$ cat src/rtl/isp_awb_gain_if.sv
// Pixel stream bundle for the AWB gain stage: raw Bayer pixels in, gained
// pixels out, plus the end-of-frame marker travelling with the output.
interface isp_awb_gain_if #(
    parameter int BITS = 8
);
    logic            in_valid;
    logic [BITS-1:0] in_raw;
    logic            out_valid;
    logic [BITS-1:0] out_raw;
    logic            frame_done;

    // Pixel source side (drives raw pixels, consumes gained pixels)
    modport master (
        output in_valid, in_raw,
        input  out_valid, out_raw, frame_done
    );

    // Gain stage side
    modport slave (
        input  in_valid, in_raw,
        output out_valid, out_raw, frame_done
    );
endinterface

$ cat src/rtl/isp_awb_gain.sv
// Bayer-domain white-balance gain stage with double-buffered per-channel
// gains and CFA pattern. New settings become active only at frame
// boundaries. Gain multiply is rounded and saturated, fixed latency 3.
// Optional: define AWB_STATS_EN to add per-frame pre-gain channel sums.
module isp_awb_gain #(
    parameter int BITS      = 8,
    parameter int WIDTH     = 1936,
    parameter int HEIGHT    = 1088,
    parameter int GAIN_BITS = 8,
    parameter int GAIN_FRAC = 4
) (
    input  logic                 pclk,
    input  logic                 rst_n,
    isp_awb_gain_if.slave        pix,
    input  logic [1:0]           cfg_pat,
    input  logic [GAIN_BITS-1:0] cfg_gain_r,
    input  logic [GAIN_BITS-1:0] cfg_gain_gr,
    input  logic [GAIN_BITS-1:0] cfg_gain_gb,
    input  logic [GAIN_BITS-1:0] cfg_gain_b,
    input  logic                 cfg_wr,
    output logic                 cfg_pending
`ifdef AWB_STATS_EN
    ,
    output logic [BITS+21:0]     stat_sum_r,
    output logic [BITS+21:0]     stat_sum_g,
    output logic [BITS+21:0]     stat_sum_b,
    output logic                 stat_valid
`endif
);
    localparam int CW = (WIDTH > 1) ? $clog2(WIDTH) : 1;
    localparam int RW = (HEIGHT > 1) ? $clog2(HEIGHT) : 1;
    localparam int PW = BITS + GAIN_BITS;
    localparam logic [CW-1:0]        COL_LAST = CW'(WIDTH - 1);
    localparam logic [RW-1:0]        ROW_LAST = RW'(HEIGHT - 1);
    localparam logic [GAIN_BITS-1:0] UNITY    = GAIN_BITS'(1 << GAIN_FRAC);
    localparam logic [PW:0]          RND      = (PW + 1)'(1 << (GAIN_FRAC - 1));
    localparam logic [PW:0]          PIX_MAX  = (PW + 1)'((1 << BITS) - 1);

    // Gain arrays are indexed by channel: 0 R, 1 Gr, 2 Gb, 3 B
    logic [GAIN_BITS-1:0] cfg_gain [4];
    logic [GAIN_BITS-1:0] sh_gain_q [4], sh_gain_d [4];
    logic [GAIN_BITS-1:0] act_gain_q [4], act_gain_d [4];
    logic [1:0]           sh_pat_q, sh_pat_d, act_pat_q, act_pat_d;
    logic                 pending_q, pending_d;
    logic [CW-1:0]        col_q, col_d;
    logic [RW-1:0]        row_q, row_d;

    logic                 col_wrap, row_wrap, last_pix, load;
    logic [1:0]           idx;

    logic [BITS-1:0]      s1_raw_q, s1_raw_d;
    logic [GAIN_BITS-1:0] s1_gain_q, s1_gain_d;
    logic                 s1_v_q, s1_v_d, s1_last_q, s1_last_d;
    logic [PW-1:0]        s2_prod_q, s2_prod_d;
    logic                 s2_v_q, s2_v_d, s2_last_q, s2_last_d;
    logic [PW:0]          rnd_sum, rnd_shift;
    logic [BITS-1:0]      out_raw_q, out_raw_d;
    logic                 out_valid_q, out_valid_d, frame_done_q, frame_done_d;

    assign cfg_gain[0] = cfg_gain_r;
    assign cfg_gain[1] = cfg_gain_gr;
    assign cfg_gain[2] = cfg_gain_gb;
    assign cfg_gain[3] = cfg_gain_b;

    assign col_wrap = (col_q == COL_LAST);
    assign row_wrap = (row_q == ROW_LAST);
    assign last_pix = pix.in_valid && col_wrap && row_wrap;
    // Second load case covers settings written while idle before the first pixel
    assign load     = last_pix ||
                      (pending_q && (col_q == '0) && (row_q == '0) && !pix.in_valid);
    assign idx      = {row_q[0], col_q[0]} ^ act_pat_q;

    // Raster position; frozen whenever no pixel is accepted
    always_comb begin
        col_d = col_q;
        row_d = row_q;
        if (pix.in_valid) begin
            if (col_wrap) begin
                col_d = '0;
                row_d = row_wrap ? '0 : row_q + 1'b1;
            end else begin
                col_d = col_q + 1'b1;
            end
        end
    end

    // Shadow capture and frame-boundary promotion; a load always takes the old shadow
    always_comb begin
        sh_gain_d  = sh_gain_q;
        act_gain_d = act_gain_q;
        sh_pat_d   = sh_pat_q;
        act_pat_d  = act_pat_q;
        pending_d  = pending_q;
        if (load) begin
            act_gain_d = sh_gain_q;
            act_pat_d  = sh_pat_q;
            pending_d  = 1'b0;
        end
        if (cfg_wr) begin
            sh_gain_d = cfg_gain;
            sh_pat_d  = cfg_pat;
            pending_d = 1'b1;
        end
    end

    // Three-stage datapath: capture, multiply, round and saturate
    always_comb begin
        s1_raw_d     = pix.in_raw;
        s1_gain_d    = act_gain_q[idx];
        s1_v_d       = pix.in_valid;
        s1_last_d    = last_pix;
        s2_prod_d    = PW'(s1_raw_q) * PW'(s1_gain_q);
        s2_v_d       = s1_v_q;
        s2_last_d    = s1_last_q;
        rnd_sum      = {1'b0, s2_prod_q} + RND;
        rnd_shift    = rnd_sum >> GAIN_FRAC;
        out_raw_d    = out_raw_q;
        if (s2_v_q) begin
            out_raw_d = (rnd_shift > PIX_MAX) ? '1 : rnd_shift[BITS-1:0];
        end
        out_valid_d  = s2_v_q;
        frame_done_d = s2_last_q;
    end

    // State registers with synchronous active-low reset
    always_ff @(posedge pclk) begin
        if (!rst_n) begin
            for (int i = 0; i < 4; i++) begin
                sh_gain_q[i]  <= UNITY;
                act_gain_q[i] <= UNITY;
            end
            sh_pat_q     <= '0;
            act_pat_q    <= '0;
            pending_q    <= 1'b0;
            col_q        <= '0;
            row_q        <= '0;
            s1_raw_q     <= '0;
            s1_gain_q    <= '0;
            s1_v_q       <= 1'b0;
            s1_last_q    <= 1'b0;
            s2_prod_q    <= '0;
            s2_v_q       <= 1'b0;
            s2_last_q    <= 1'b0;
            out_raw_q    <= '0;
            out_valid_q  <= 1'b0;
            frame_done_q <= 1'b0;
        end else begin
            sh_gain_q    <= sh_gain_d;
            act_gain_q   <= act_gain_d;
            sh_pat_q     <= sh_pat_d;
            act_pat_q    <= act_pat_d;
            pending_q    <= pending_d;
            col_q        <= col_d;
            row_q        <= row_d;
            s1_raw_q     <= s1_raw_d;
            s1_gain_q    <= s1_gain_d;
            s1_v_q       <= s1_v_d;
            s1_last_q    <= s1_last_d;
            s2_prod_q    <= s2_prod_d;
            s2_v_q       <= s2_v_d;
            s2_last_q    <= s2_last_d;
            out_raw_q    <= out_raw_d;
            out_valid_q  <= out_valid_d;
            frame_done_q <= frame_done_d;
        end
    end

    assign cfg_pending    = pending_q;
    assign pix.out_raw    = out_raw_q;
    assign pix.out_valid  = out_valid_q;
    assign pix.frame_done = frame_done_q;

`ifdef AWB_STATS_EN
    localparam int SW = BITS + 22;
    logic [SW-1:0] acc_r_q, acc_r_d, acc_g_q, acc_g_d, acc_b_q, acc_b_d;
    logic [SW-1:0] sum_r_q, sum_r_d, sum_g_q, sum_g_d, sum_b_q, sum_b_d;
    logic [SW-1:0] add_r, add_g, add_b, new_r, new_g, new_b;
    logic          stat_valid_q, stat_valid_d;

    // Pre-gain per-channel accumulation; last pixel included in the published sums
    always_comb begin
        add_r = '0;
        add_g = '0;
        add_b = '0;
        if (pix.in_valid) begin
            case (idx)
                2'b00:   add_r = SW'(pix.in_raw);
                2'b11:   add_b = SW'(pix.in_raw);
                default: add_g = SW'(pix.in_raw);
            endcase
        end
        new_r        = acc_r_q + add_r;
        new_g        = acc_g_q + add_g;
        new_b        = acc_b_q + add_b;
        acc_r_d      = new_r;
        acc_g_d      = new_g;
        acc_b_d      = new_b;
        sum_r_d      = sum_r_q;
        sum_g_d      = sum_g_q;
        sum_b_d      = sum_b_q;
        stat_valid_d = 1'b0;
        if (last_pix) begin
            acc_r_d      = '0;
            acc_g_d      = '0;
            acc_b_d      = '0;
            sum_r_d      = new_r;
            sum_g_d      = new_g;
            sum_b_d      = new_b;
            stat_valid_d = 1'b1;
        end
    end

    // Statistics registers
    always_ff @(posedge pclk) begin
        if (!rst_n) begin
            acc_r_q      <= '0;
            acc_g_q      <= '0;
            acc_b_q      <= '0;
            sum_r_q      <= '0;
            sum_g_q      <= '0;
            sum_b_q      <= '0;
            stat_valid_q <= 1'b0;
        end else begin
            acc_r_q      <= acc_r_d;
            acc_g_q      <= acc_g_d;
            acc_b_q      <= acc_b_d;
            sum_r_q      <= sum_r_d;
            sum_g_q      <= sum_g_d;
            sum_b_q      <= sum_b_d;
            stat_valid_q <= stat_valid_d;
        end
    end

    assign stat_sum_r = sum_r_q;
    assign stat_sum_g = sum_g_q;
    assign stat_sum_b = sum_b_q;
    assign stat_valid = stat_valid_q;
`endif
endmodule

$ cat src/flat_wrapper.sv
// flat-port wrapper written by rule: the top's interface ports become plain ports
module isp_awb_gain_flat 
#(
    parameter int BITS      = 8,
    parameter int WIDTH     = 1936,
    parameter int HEIGHT    = 1088,
    parameter int GAIN_BITS = 8,
    parameter int GAIN_FRAC = 4
)
  (pclk, rst_n, cfg_pat, cfg_gain_r, cfg_gain_gr, cfg_gain_gb, cfg_gain_b, cfg_wr, cfg_pending, pix_in_valid, pix_in_raw, pix_out_valid, pix_out_raw, pix_frame_done);
  isp_awb_gain_if #(.BITS(BITS)) pix_i ();
  input  logic pclk;
  input  logic rst_n;
  input  logic [1:0] cfg_pat;
  input  logic [GAIN_BITS-1:0] cfg_gain_r;
  input  logic [GAIN_BITS-1:0] cfg_gain_gr;
  input  logic [GAIN_BITS-1:0] cfg_gain_gb;
  input  logic [GAIN_BITS-1:0] cfg_gain_b;
  input  logic cfg_wr;
  output logic cfg_pending;
  input wire logic [$bits(pix_i.in_valid)-1:0] pix_in_valid;
  input wire logic [$bits(pix_i.in_raw)-1:0] pix_in_raw;
  output wire logic [$bits(pix_i.out_valid)-1:0] pix_out_valid;
  output wire logic [$bits(pix_i.out_raw)-1:0] pix_out_raw;
  output wire logic [$bits(pix_i.frame_done)-1:0] pix_frame_done;
  assign pix_i.in_valid = pix_in_valid;
  assign pix_i.in_raw = pix_in_raw;
  assign pix_out_valid = pix_i.out_valid;
  assign pix_out_raw = pix_i.out_raw;
  assign pix_frame_done = pix_i.frame_done;
  isp_awb_gain #(.BITS(BITS), .WIDTH(WIDTH), .HEIGHT(HEIGHT), .GAIN_BITS(GAIN_BITS), .GAIN_FRAC(GAIN_FRAC)) u_core (.pclk(pclk), .rst_n(rst_n), .pix(pix_i), .cfg_pat(cfg_pat), .cfg_gain_r(cfg_gain_r), .cfg_gain_gr(cfg_gain_gr), .cfg_gain_gb(cfg_gain_gb), .cfg_gain_b(cfg_gain_b), .cfg_wr(cfg_wr), .cfg_pending(cfg_pending));
endmodule
$ cat config.mk
export PLATFORM = sky130hd
export DESIGN_NAME = isp_awb_gain_flat
export DESIGN_NICKNAME = d
export VERILOG_FILES = /design/src/rtl/isp_awb_gain_if.sv /design/src/rtl/isp_awb_gain.sv /design/src/flat_wrapper.sv
export SDC_FILE = /design/constraint.sdc
export NUM_CORES = 1
export LEC_CHECK = 0
export BUFFER_PORTS_ARGS = -buffer_cell sky130_fd_sc_hd__buf_2
export CAP_MARGIN = 15
export CORE_UTILIZATION = 60
export DETAILED_ROUTE_END_ITERATION = 7
export GPL_TIMING_DRIVEN = 0
export PLACE_DENSITY = 0.8
export SYNTH_ARGS = -nofsm -noshare
export SYNTH_HDL_FRONTEND = slang
export SYNTH_SLANG_ARGS = --single-unit
$ cat constraint.sdc
create_clock -name pclk -period 5.7 [get_ports pclk]
set_input_delay 0.285 -clock pclk [delete_from_list [all_inputs] [get_ports pclk]]
set_output_delay 0.285 -clock pclk [all_outputs]
set_load 0.1 [all_outputs]
==> results of run 1 <==
[cell usage after synthesis (2+ instances only)]
master / n
buf_2: 2
dfxtp_1: 134
xnor2_1: 14
nor2_1: 67
nand2b_1: 4
a21oi_2: 26
nand4_1: 9
nor3_1: 10
and4_1: 3
ha_1: 39
a21o_1: 3
a31oi_1: 2
a21oi_1: 23
inv_1: 50
nor4_1: 5
o21ai_0: 13
mux2i_1: 40
xor2_1: 16
buf_6: 8
nor2b_1: 3
nand2_1: 106
and2_1: 73
mux4_2: 8
o21a_1: 4
o2111ai_1: 2
fa_1: 36
and3_1: 8
nand3_1: 12
clkbuf_1: 15
[area by class of cell]
cell class                 instances  area share (%)
buffer                            28           2.160
clock buffer                      22           6.008
clock inverter                    10           1.430
inverter                          50           2.281
multi-input combinational        541           49.96
sequential                       134           32.61
tap                              143           2.175
timing repair buffer              55           3.376
[power breakdown]
group	leakage [nW]	internal (mW)	switching [mW]
logic	2.30	0.0707	0.115
clock network	0.291	0.702	0.401
registers	1.09	0.970	0.0266
total	3.68	1.74	0.542
[through the flow]
stage	hold slack (ps)	util [%]
floorplan	411.9	-
global placement	414.2	66.06
detailed placement	420.5	66.12
CTS	63.74	71.44
global route	75.20	71.44
finish	73.45	71.44
[registers in the layout, summed over array words and instances, names as in the netlist]
signal / flops
u_core.act_gain_q: 32
u_core.sh_gain_q: 32
u_core.s2_prod_q: 13
u_core.col_q: 11
u_core.row_q: 11
u_core.pix.out_raw: 8
u_core.s1_gain_q: 8
u_core.s1_raw_q: 8
u_core.act_pat_q: 2
u_core.sh_pat_q: 2
u_core.cfg_pending: 1
u_core.frame_done_d: 1
u_core.out_valid_d: 1
u_core.pix.frame_done: 1
u_core.pix.out_valid: 1
u_core.s1_last_q: 1
u_core.s1_v_q: 1
[per-layer routing]
metal  up-vias  track usage, %  wire length (um)  share of wire, %
met1      2687           30.63              6350                41
met3        35           4.538               602               3.9
met2       147           50.17              8136                53
met5         -               0                 0                 0
met4         0           11.53               349               2.3
li1       2644               -                 -                 -
[worst min-delay path by stage]
stage / from / to / slack [ps] / cells after the start
final: pix_in_raw[4] / u_core.s1_raw_q[4]$_SDFF_PN0_ / 70 / 2
after global routing: pix_in_raw[3] / u_core.s1_raw_q[3]$_SDFF_PN0_ / 80 / 2
after CTS: pix_in_raw[4] / u_core.s1_raw_q[4]$_SDFF_PN0_ / 60 / 2
after detailed placement: u_core.s1_last_q$_SDFF_PN0_ / u_core.frame_done_d$_SDFF_PN0_ / 420 / 1
after global placement: u_core.s1_v_q$_SDFF_PN0_ / u_core.out_valid_d$_SDFF_PN0_ / 410 / 1
after floorplan: u_core.s1_last_q$_SDFF_PN0_ / u_core.frame_done_d$_SDFF_PN0_ / 410 / 1
[placed cells by master, fill, tap and decap left out, drive strengths merged, types with 37 or more instances in the layout]
cell	Yosys	routed
a21oi	49	49
and2	73	73
dfxtp	134	134
mux2i	40	40
nor2	67	67
nand2	107	107
inv	50	51
ha	39	39
buf	12	67
clkbuf	15	37
[cell families (layout without fill, tap and decap cells)]
logic type | count (synthesis) | count (layout)
AND/OR/NAND/NOR | 305 | 305
flip-flops | 134 | 134
AO/OA/AOI/OAI | 83 | 83
buffers and inverters | 78 | 165
adder cells (fa/ha/maj) | 75 | 75
multiplexers | 48 | 48
XOR/XNOR | 30 | 30
==> out/qor.txt, run 1 <==
Core ar.: 0.01152 mm2
Worst reg2reg setup slack: 1360 ps
Maximum root-to-sink buffer count: 2
EDFF count, synth: 0
Synth Area in Compound Gates: 8.250%
Clock-pin slew on the worst setup and hold paths: 60 ps
Sequential area share after synthesis: 37.48%
Fill cell count: 808
First-pass GRT wire length: 26520 um
Tot Pwr: 2.284 mW
CP Cell Sequence: nand2_1 -> fa_1 -> fa_1 -> inv_1 -> fa_1 -> inv_1 -> fa_1 -> inv_1 -> ha_1 -> and4_1 -> a21o_1 -> a311oi_1 -> mux2i_1
Num CTS Buffers: 17
Synth Area in XOR/XNOR: 3.671%
Syn_nets: 874
Initial DRC count: 252
Worst path slowest cell: fa_1
Placed cells: 951
Slew HR: 40.95%
Crit path required time: 6040 ps
Synth Area in Simple Gates: 20.50%
Worst-skew pair later-pin latency: 410 ps
Status: complete, but fails checks
Vias in the first global route: 5808
Via density: 5.608
Largest area contributor in the netlist: dfxtp_1
Final std cells w/o fill: 983
Hold Vio Cnt, Final: 0
VDD IR-drop max: 0.2202 mV
Via count: 5513
# nets final: 948
Setup crit end kind: flip-flop
Combinational family with the most area after synthesis: simple AND/OR/NAND/NOR gates
Clk_skew: 5.454 ps
Unique masters post-synth: 47
GR Util All Layers: 27.13%
Register area: 0.002683 mm2
Final ANT Viol Nets: 0
Crit path top cell by count: fa_1
Area grow syn2layout: 14.93%
Critical R2R Launch: u_core.s1_gain_q[7]$_SDFF_PN0_
Crit. path cell count: 13
WP buf/inv: 3
Number of synthesis warnings: 0
Synth area leaders: dfxtp_1 (37%), fa_1 (10%), ha_1 (6.8%), and2_1 (6.4%), mux2i_1 (5.6%)
Number of setup buffers added after CTS: 0
Max-slew violation count: 0
CP peak stage delay: 550 ps
Tmin final: 4336 ps
TritonCTS clock tree: done
Top_reg_cell synth: dfxtp_1
Syn avg cell area: 9.506 um2
Adder-Cell Fraction of Synth Area: 16.89%
Cts-stage hold buffer count: 0
Async set-reset flop share out of synthesis: 0%
Mux share of post-synthesis cell area: 8.110%
CP delay by family, top: adder cells
I/O Pins: 57
Ant. Diodes: 0
First-pass DRT Iterations: 7
Failing checks: DRC
Setup slack after layout: 1364 ps
Slew @ Worst Pin: 882.8 ps
Worst r2r path cells: 13
Mapped cell area: 0.007158 mm2
Root buffer cell: clkbuf_16
Yosys top cell area share: 37.48%
Pwr per Cell Area: 277.6 mW/mm2
Chip width: 111.2 um
Setup-failing EPs final: 0
Starting Density: 62.16%
RSZ-0062 raised after global routing: no
# port buffers: 54
Share of cells above drive strength 1: 16.55%
Post-route cell area: 0.008227 mm2
CP Data Arrival Time: 4680 ps
Post-Syn Instances: 753
Worst Setup EP: u_core.s2_prod_q[14]$_SDFF_PN0_
Fin crit share: 76.06%
Crit Path Class: reg -> reg
Die height: 111.2 um
Placed inst area: 0.007615 mm2
DP HPWL: 11390 um
Htree depth: 4
Clk sinks: 134
GPL Wtd Cong: 0.8883
GRT overflow: 0
CTS resizes: 0
Startpoint types: flip-flop
Initial antenna violation count: 0
DRC viols: 2
WL/cell: 15.71 um
Largest net degree at the start of global routing: 17
Crit path from: u_core.s1_gain_q[7]$_SDFF_PN0_
Achievable Freq: 230.7 MHz
Wirelength, routed: 15440 um
Dpl ws: 1355 ps
Leak: 3.682 nW
#FFs+latches synth: 134
Max-Cap Viols: 0
Multi-input logic area: 0.004110 mm2
Die Area: 0.01237 mm2
Std-Cell Rows: 39
CP Max Fanout: 8
R2r endpoint: u_core.s2_prod_q[14]$_SDFF_PN0_
Worst hold path class: in -> reg
Setup_tns: 0 ps
(Power assumes the default switching activity.)
==> inputs of run 2 (changes only) <==
Clock period 5.7 ns to 4.5 ns, I/O delays scaled along.
==> run 2 against run 1 <==
Against the previous run: the run still ends with DRC left; clock power up 27%; maximum frequency rose by 1.3%; critical path depth down 1; clock skew increased by 1.5 ps; clock-buffer cell count unchanged; final area barely moved; sequential cell count unchanged; worst setup slack worse by 1100 ps; hold slack worse by 64 ps; critical path type unchanged.
==> out/qor.txt, run 2 (same netlist as run 1, synthesis figures left out) <==
Status: complete, but fails checks
Failing checks: DRC
Initial DRC count: 252 (unchanged)
Worst-skew pair later-pin latency: 420 ps (about the same)
I/O Pins: 57 (unchanged)
CP Data Arrival Time: 4620 ps (-60 ps)
Setup-failing EPs final: 0 (unchanged)
First-pass GRT wire length: 26520 um (unchanged)
TritonCTS clock tree: done
Hold Path Origin: pix_in_raw[4]
Initial antenna violation count: 0 (unchanged)
Pwr per Cell Area: 351.8 mW/mm2 (+27%)
Wirelength, routed: 15400 um (-0.23%)
GRT overflow: 0 (unchanged)
Final std cells w/o fill: 983 (unchanged)
Num CTS Buffers: 17 (unchanged)
Slew @ Worst Pin: 900.4 ps (+17.63 ps)
Die Area: 0.01237 mm2 (unchanged)
Worst r2r path cells: 12 (-1)
Area grow syn2layout: 15.00% (about the same)
GR Util All Layers: 27.13% (unchanged)
Starting Density: 62.16% (unchanged)
Commonest non-fill, non-tap cell in the layout: dfxtp_1
Share of cells above drive strength 1: 17.02% (+0.48 points)
Crit path required time: 4840 ps (-1200 ps)
Top Registers: u_core.act_gain_q: 32 flops, u_core.sh_gain_q: 32 flops, u_core.s2_prod_q: 13 flops
Worst path slowest cell: fa_1
Via count: 5490 (-0.42%)
Clock-pin slew on the worst setup and hold paths: 60 ps (about the same)
CP Cell Sequence: and2_1 -> fa_1 -> fa_1 -> fa_1 -> inv_1 -> fa_1 -> inv_1 -> ha_1 -> and4_1 -> a21o_1 -> a311oi_1 -> mux2i_1
Hold Vio Cnt, Final: 0 (unchanged)
Crit path top cell by count: fa_1
Core ar.: 0.01152 mm2 (unchanged)
Tmin final: 4278 ps (-57.36 ps)
CP Max Fanout: 8 (unchanged)
Ant. Diodes: 0 (unchanged)
Setup_tns: 0 ps (unchanged)
VDD IR-drop max: 0.2789 mV (+27%)
Setup crit end kind: flip-flop
Htree depth: 4 (unchanged)
Setup slack after layout: 221.8 ps (-1143 ps)
Int Pwr: 2.207 mW (+27%)
# port buffers: 54 (unchanged)
Leak: 3.684 nW (about the same)
DRC viols: 2 (unchanged)
DP HPWL: 11390 um (unchanged)
Fin util: 71.48% (about the same)
Crit Path Class: reg -> reg
Tot Pwr: 2.896 mW (+27%)
Worst hold path class: in -> reg
CP delay by family, top: adder cells
Sequential Power Share: 43.6% (about the same)
Gate power share: 8.1% (about the same)
Die height: 111.2 um (unchanged)
Crit. path cell count: 12 (-1)
Max-slew violation count: 0 (unchanged)
Startpoint types: flip-flop
Critical R2R Launch: u_core.s1_raw_q[2]$_SDFF_PN0_
Placed cells: 951 (unchanged)
RSZ-0062 raised after global routing: no
Slew HR: 39.77% (-1.2 points)
Achievable Freq: 233.7 MHz (+1.3%)
Clk_skew: 6.929 ps (+1.476 ps)
Dpl ws: 155.3 ps (-1200 ps)
Clk sinks: 134 (unchanged)
Net Sw Power: 0.6889 mW (+27%)
First-pass DRT Iterations: 7 (unchanged)
Vias in the first global route: 5808 (unchanged)
CP peak stage delay: 560 ps (about the same)
Maximum root-to-sink buffer count: 2 (unchanged)
Via density: 5.585 (-0.42%)
WL/cell: 15.67 um (-0.23%)
Clock share of power: 48.3% (about the same)
GPL Wtd Cong: 0.8883 (unchanged)
Fin crit share: 95.07% (+19 points)
Std-Cell Rows: 39 (unchanged)
Root buffer cell: clkbuf_16
Largest net degree at the start of global routing: 17 (unchanged)
Sw frac: 23.79% (+0.069 points)
Max-Cap Viols: 0 (unchanged)
WP buf/inv: 2 (-1)
Final ANT Viol Nets: 0 (unchanged)
Crit path from: u_core.s1_raw_q[2]$_SDFF_PN0_
Chip width: 111.2 um (unchanged)
Cts-stage hold buffer count: 0 (unchanged)
WHS Path Cells: 2 (unchanged)
# nets final: 948 (unchanged)
Commonest cells after routing, fill and taps aside: dfxtp_1 (130), nand2_1 (106), and2_1 (73)
## run 2: per-stage QoR
step | cell area, um2 | hold WS (ps)
4_1_cts | 8227 | 3.744
3_3_place_gp | 7607 | 414.2
3_5_place_dp | 7615 | 420.5
5_1_grt | 8232 | 15.20
2_1_floorplan | 7158 | 352.3
6_report | 8232 | 9.079
## run 2: power by group through the flow
stage          combinational (mW)  sequential [mW]  clock [mW]
2_1_floorplan               0.140             1.31           0
3_3_place_gp                0.225             1.28           0
3_5_place_dp                0.234             1.29           0
4_1_cts                     0.237             1.26        1.42
5_1_grt                     0.258             1.27        1.47
6_report                    0.235             1.26        1.40
## run 2: what timing repair did
| item | CTS | global route |
|---|---|---|
| resized for setup | 0 | 4 |
| setup endpoints to repair | 0 | 3 |
| setup buffers | 0 | 0 |
## run 2: per-layer routing
| layer | vias up | track usage, % | wire length, um |
|---|---|---|---|
| li1 | 2649 | - | - |
| met5 | - | 0 | 0 |
| met1 | 2678 | 30.63 | 6327 |
| met2 | 130 | 50.17 | 8121 |
| met4 | 0 | 11.53 | 369 |
| met3 | 33 | 4.538 | 584 |
## run 2: worst paths after layout
check	slack, ps	end
min reg2reg	430	u_core.frame_done_d$_SDFF_PN0_
min	9	u_core.s1_raw_q[4]$_SDFF_PN0_
max reg2reg	220	u_core.s2_prod_q[14]$_SDFF_PN0_
max	220	u_core.s2_prod_q[14]$_SDFF_PN0_
## run 2: final cells by class
cell class	count	area, um2
Buffer	28	177.7
Clock buffer	22	494.2
Clock inverter	10	117.6
Fill cell	804	3284
Inverter	50	187.7
Multi-Input combinational cell	541	4110
Sequential cell	134	2688
Tap cell	143	178.9
Timing Repair Buffer	55	277.8
==> inputs of run 3 (changes only) <==
Settings changed: BUFFER_PORTS_ARGS -buffer_cell sky130_fd_sc_hd__buf_2 to -buffer_cell sky130_fd_sc_hd__buf_4.
==> run 3 against run 2 <==
Against the previous run: the flow still finishes with violations (DRC); clock-buffer cell count is 2 lower; combinational power is 6% higher; critical path depth is 1 higher; worst setup slack worse by 26 ps; wire length is 0.34% higher; critical endpoint unchanged; largest cell class unchanged.
==> out/qor.txt, run 3 (same netlist as run 1, synthesis figures left out) <==
Top Registers: u_core.act_gain_q: 32 flops, u_core.sh_gain_q: 32 flops, u_core.s2_prod_q: 13 flops
Maximum root-to-sink buffer count: 2 (unchanged)
Worst path slowest cell: fa_1
Fin crit share: 95.66% (+0.59 points)
Clk sinks: 134 (unchanged)
GR Util All Layers: 27.39% (+0.26 points)
Largest net degree at the start of global routing: 17 (unchanged)
I/O Pins: 57 (unchanged)
Commonest cells after routing, fill and taps aside: dfxtp_1 (130), nand2_1 (106), and2_1 (73)
Hold Vio Cnt, Final: 0 (unchanged)
Wirelength, routed: 15460 um (+0.34%)
WP buf/inv: 3 (+1)
Initial antenna violation count: 0 (unchanged)
Multi-input logic area: 0.004110 mm2 (unchanged)
Die Area: 0.01237 mm2 (unchanged)
Ant. Diodes: 0 (unchanged)
Root buffer cell: clkbuf_16
Register area: 0.002688 mm2 (unchanged)
Core ar.: 0.01152 mm2 (unchanged)
RSZ-0062 raised after global routing: no
Achievable Freq: 232.3 MHz (-0.61%)
WL/cell: 15.72 um (+0.34%)
Via count: 5441 (-0.89%)
GPL Wtd Cong: 0.8851 (-0.36%)
Tmin final: 4305 ps (+26.38 ps)
Pwr per Cell Area: 348.2 mW/mm2 (-1.0%)
Clock-pin slew on the worst setup and hold paths: 60 ps (about the same)
Post-route cell area: 0.008364 mm2 (+1.6%)
Fill cell count: 849 (+5.6%)
DRC viols: 2 (unchanged)
Die height: 111.2 um (unchanged)
CP Max Fanout: 8 (unchanged)
Slew @ Worst Pin: 897.9 ps (-2.520 ps)
Final ANT Viol Nets: 0 (unchanged)
Via density: 5.535 (-0.89%)
Crit path from: u_core.s1_gain_q[5]$_SDFF_PN0_
Hold Path Origin: pix_in_raw[0]
Clk_skew: 7.558 ps (+0.6286 ps)
TritonCTS clock tree: done
Commonest non-fill, non-tap cell in the layout: dfxtp_1
Status: complete, but fails checks
Leak: 3.716 nW (+0.87%)
DP HPWL: 11390 um (about the same)
Number of setup buffers added after CTS: 0 (unchanged)
Area grow syn2layout: 16.85%
Max-Cap Viols: 0 (unchanged)
GRT overflow: 0 (unchanged)
Setup slack after layout: 195.4 ps (-26.38 ps)
Max-slew violation count: 0 (unchanged)
# nets final: 948 (unchanged)
Share of cells above drive strength 1: 17.02% (unchanged)
First-pass DRT Iterations: 8 (+1)
Worst-skew pair later-pin latency: 420 ps (about the same)
Num CTS Buffers: 17 (unchanged)
VDD IR-drop max: 0.3283 mV (+18%)
Crit Path Class: reg -> reg
Setup-failing EPs final: 0 (unchanged)
# port buffers: 54 (unchanged)
Dpl ws: 121.1 ps (-34.17 ps)
Initial DRC count: 230 (-8.7%)
Vias in the first global route: 5826 (+0.31%)
Setup_tns: 0 ps (unchanged)
Worst hold path class: in -> reg
Chip width: 111.2 um (unchanged)
Fin util: 72.63% (+1.2 points)
Placed inst area: 0.007750 mm2 (+1.8%)
Starting Density: 62.16% (unchanged)
Critical R2R Launch: u_core.s1_gain_q[5]$_SDFF_PN0_
CP peak stage delay: 550 ps (about the same)
CP delay by family, top: adder cells
Crit path required time: 4850 ps (about the same)
CP Data Arrival Time: 4650 ps (+30 ps)
First-pass GRT wire length: 26990 um (+1.8%)
CP Cell Sequence: nand2_1 -> fa_1 -> fa_1 -> inv_1 -> fa_1 -> inv_1 -> fa_1 -> inv_1 -> ha_1 -> and4_1 -> a21o_1 -> a311oi_1 -> mux2i_1
Setup crit end kind: flip-flop
Tot Pwr: 2.912 mW (+0.56%)
Failing checks: DRC
Std-Cell Rows: 39 (unchanged)
Slew HR: 39.94% (+0.17 points)
Htree depth: 4 (unchanged)
Startpoint types: flip-flop
Crit path top cell by count: fa_1
-- run 3: cell count changes in the layout (fill, tap and decap cells not counted) --
cell      previous run  this run
buf_2               56         2
inv_6                1         2
clkinv_2             2         0
clkbuf_8             5         3
o21ai_1              1         2
clkinv_4             1         4
buf_4                2        56
o21ai_0             13        12
-- run 3: routing by layer --
layer	vias up	wire [um]	GRT usage, %	part of all wire (%)
met5	-	0	0	0
met4	0	429	13.51	2.8
met3	37	448	3.991	2.9
met2	116	8036	49.38	52
met1	2649	6541	31.64	42
li1	2639	-	-	-
-- run 3: timing repair --
| action | in CTS | in global routing |
|---|---|---|
| resized for setup | 0 | 5 |
| hold buffers | 0 | 0 |
| setup endpoints to repair | 0 | 2 |
-- run 3: worst paths after layout --
kind / to / slack (ps) / depth (start not counted)
worst max-delay path: u_core.s2_prod_q[14]$_SDFF_PN0_ / 200 / 13
worst min-delay path: u_core.s1_raw_q[0]$_SDFF_PN0_ / 10 / 2
worst max register to register: u_core.s2_prod_q[14]$_SDFF_PN0_ / 200 / 13
worst min register to register: u_core.out_valid_d$_SDFF_PN0_ / 440 / 1
-- run 3: power by group --
group          switching [mW]  internal [mW]  total (mW)
sequential             0.0349           1.23        1.26
combinational           0.146          0.102       0.248
clock                   0.535          0.866        1.40
total                   0.715           2.20        2.91
-- run 3: area by class of cell --
| class | instances | area share [%] |
|---|---|---|
| inverters | 50 | 2.244 |
| clock inverters | 12 | 1.705 |
| plain buffers | 28 | 2.124 |
| flip-flops and latches | 134 | 32.13 |
| clock buffers | 20 | 5.580 |
| well taps | 143 | 2.139 |
| multi-input cells | 541 | 49.14 |
| repair buffers | 55 | 4.936 |
-- run 3: per-stage QoR --
stage | std cells | hold slack [ps]
after floorplan | 753 | 352.3
after global placement | 950 | 415.2
after detailed placement | 951 | 422.1
after CTS | 983 | 5.976
after global routing | 983 | 12.75
final | 983 | 10.14
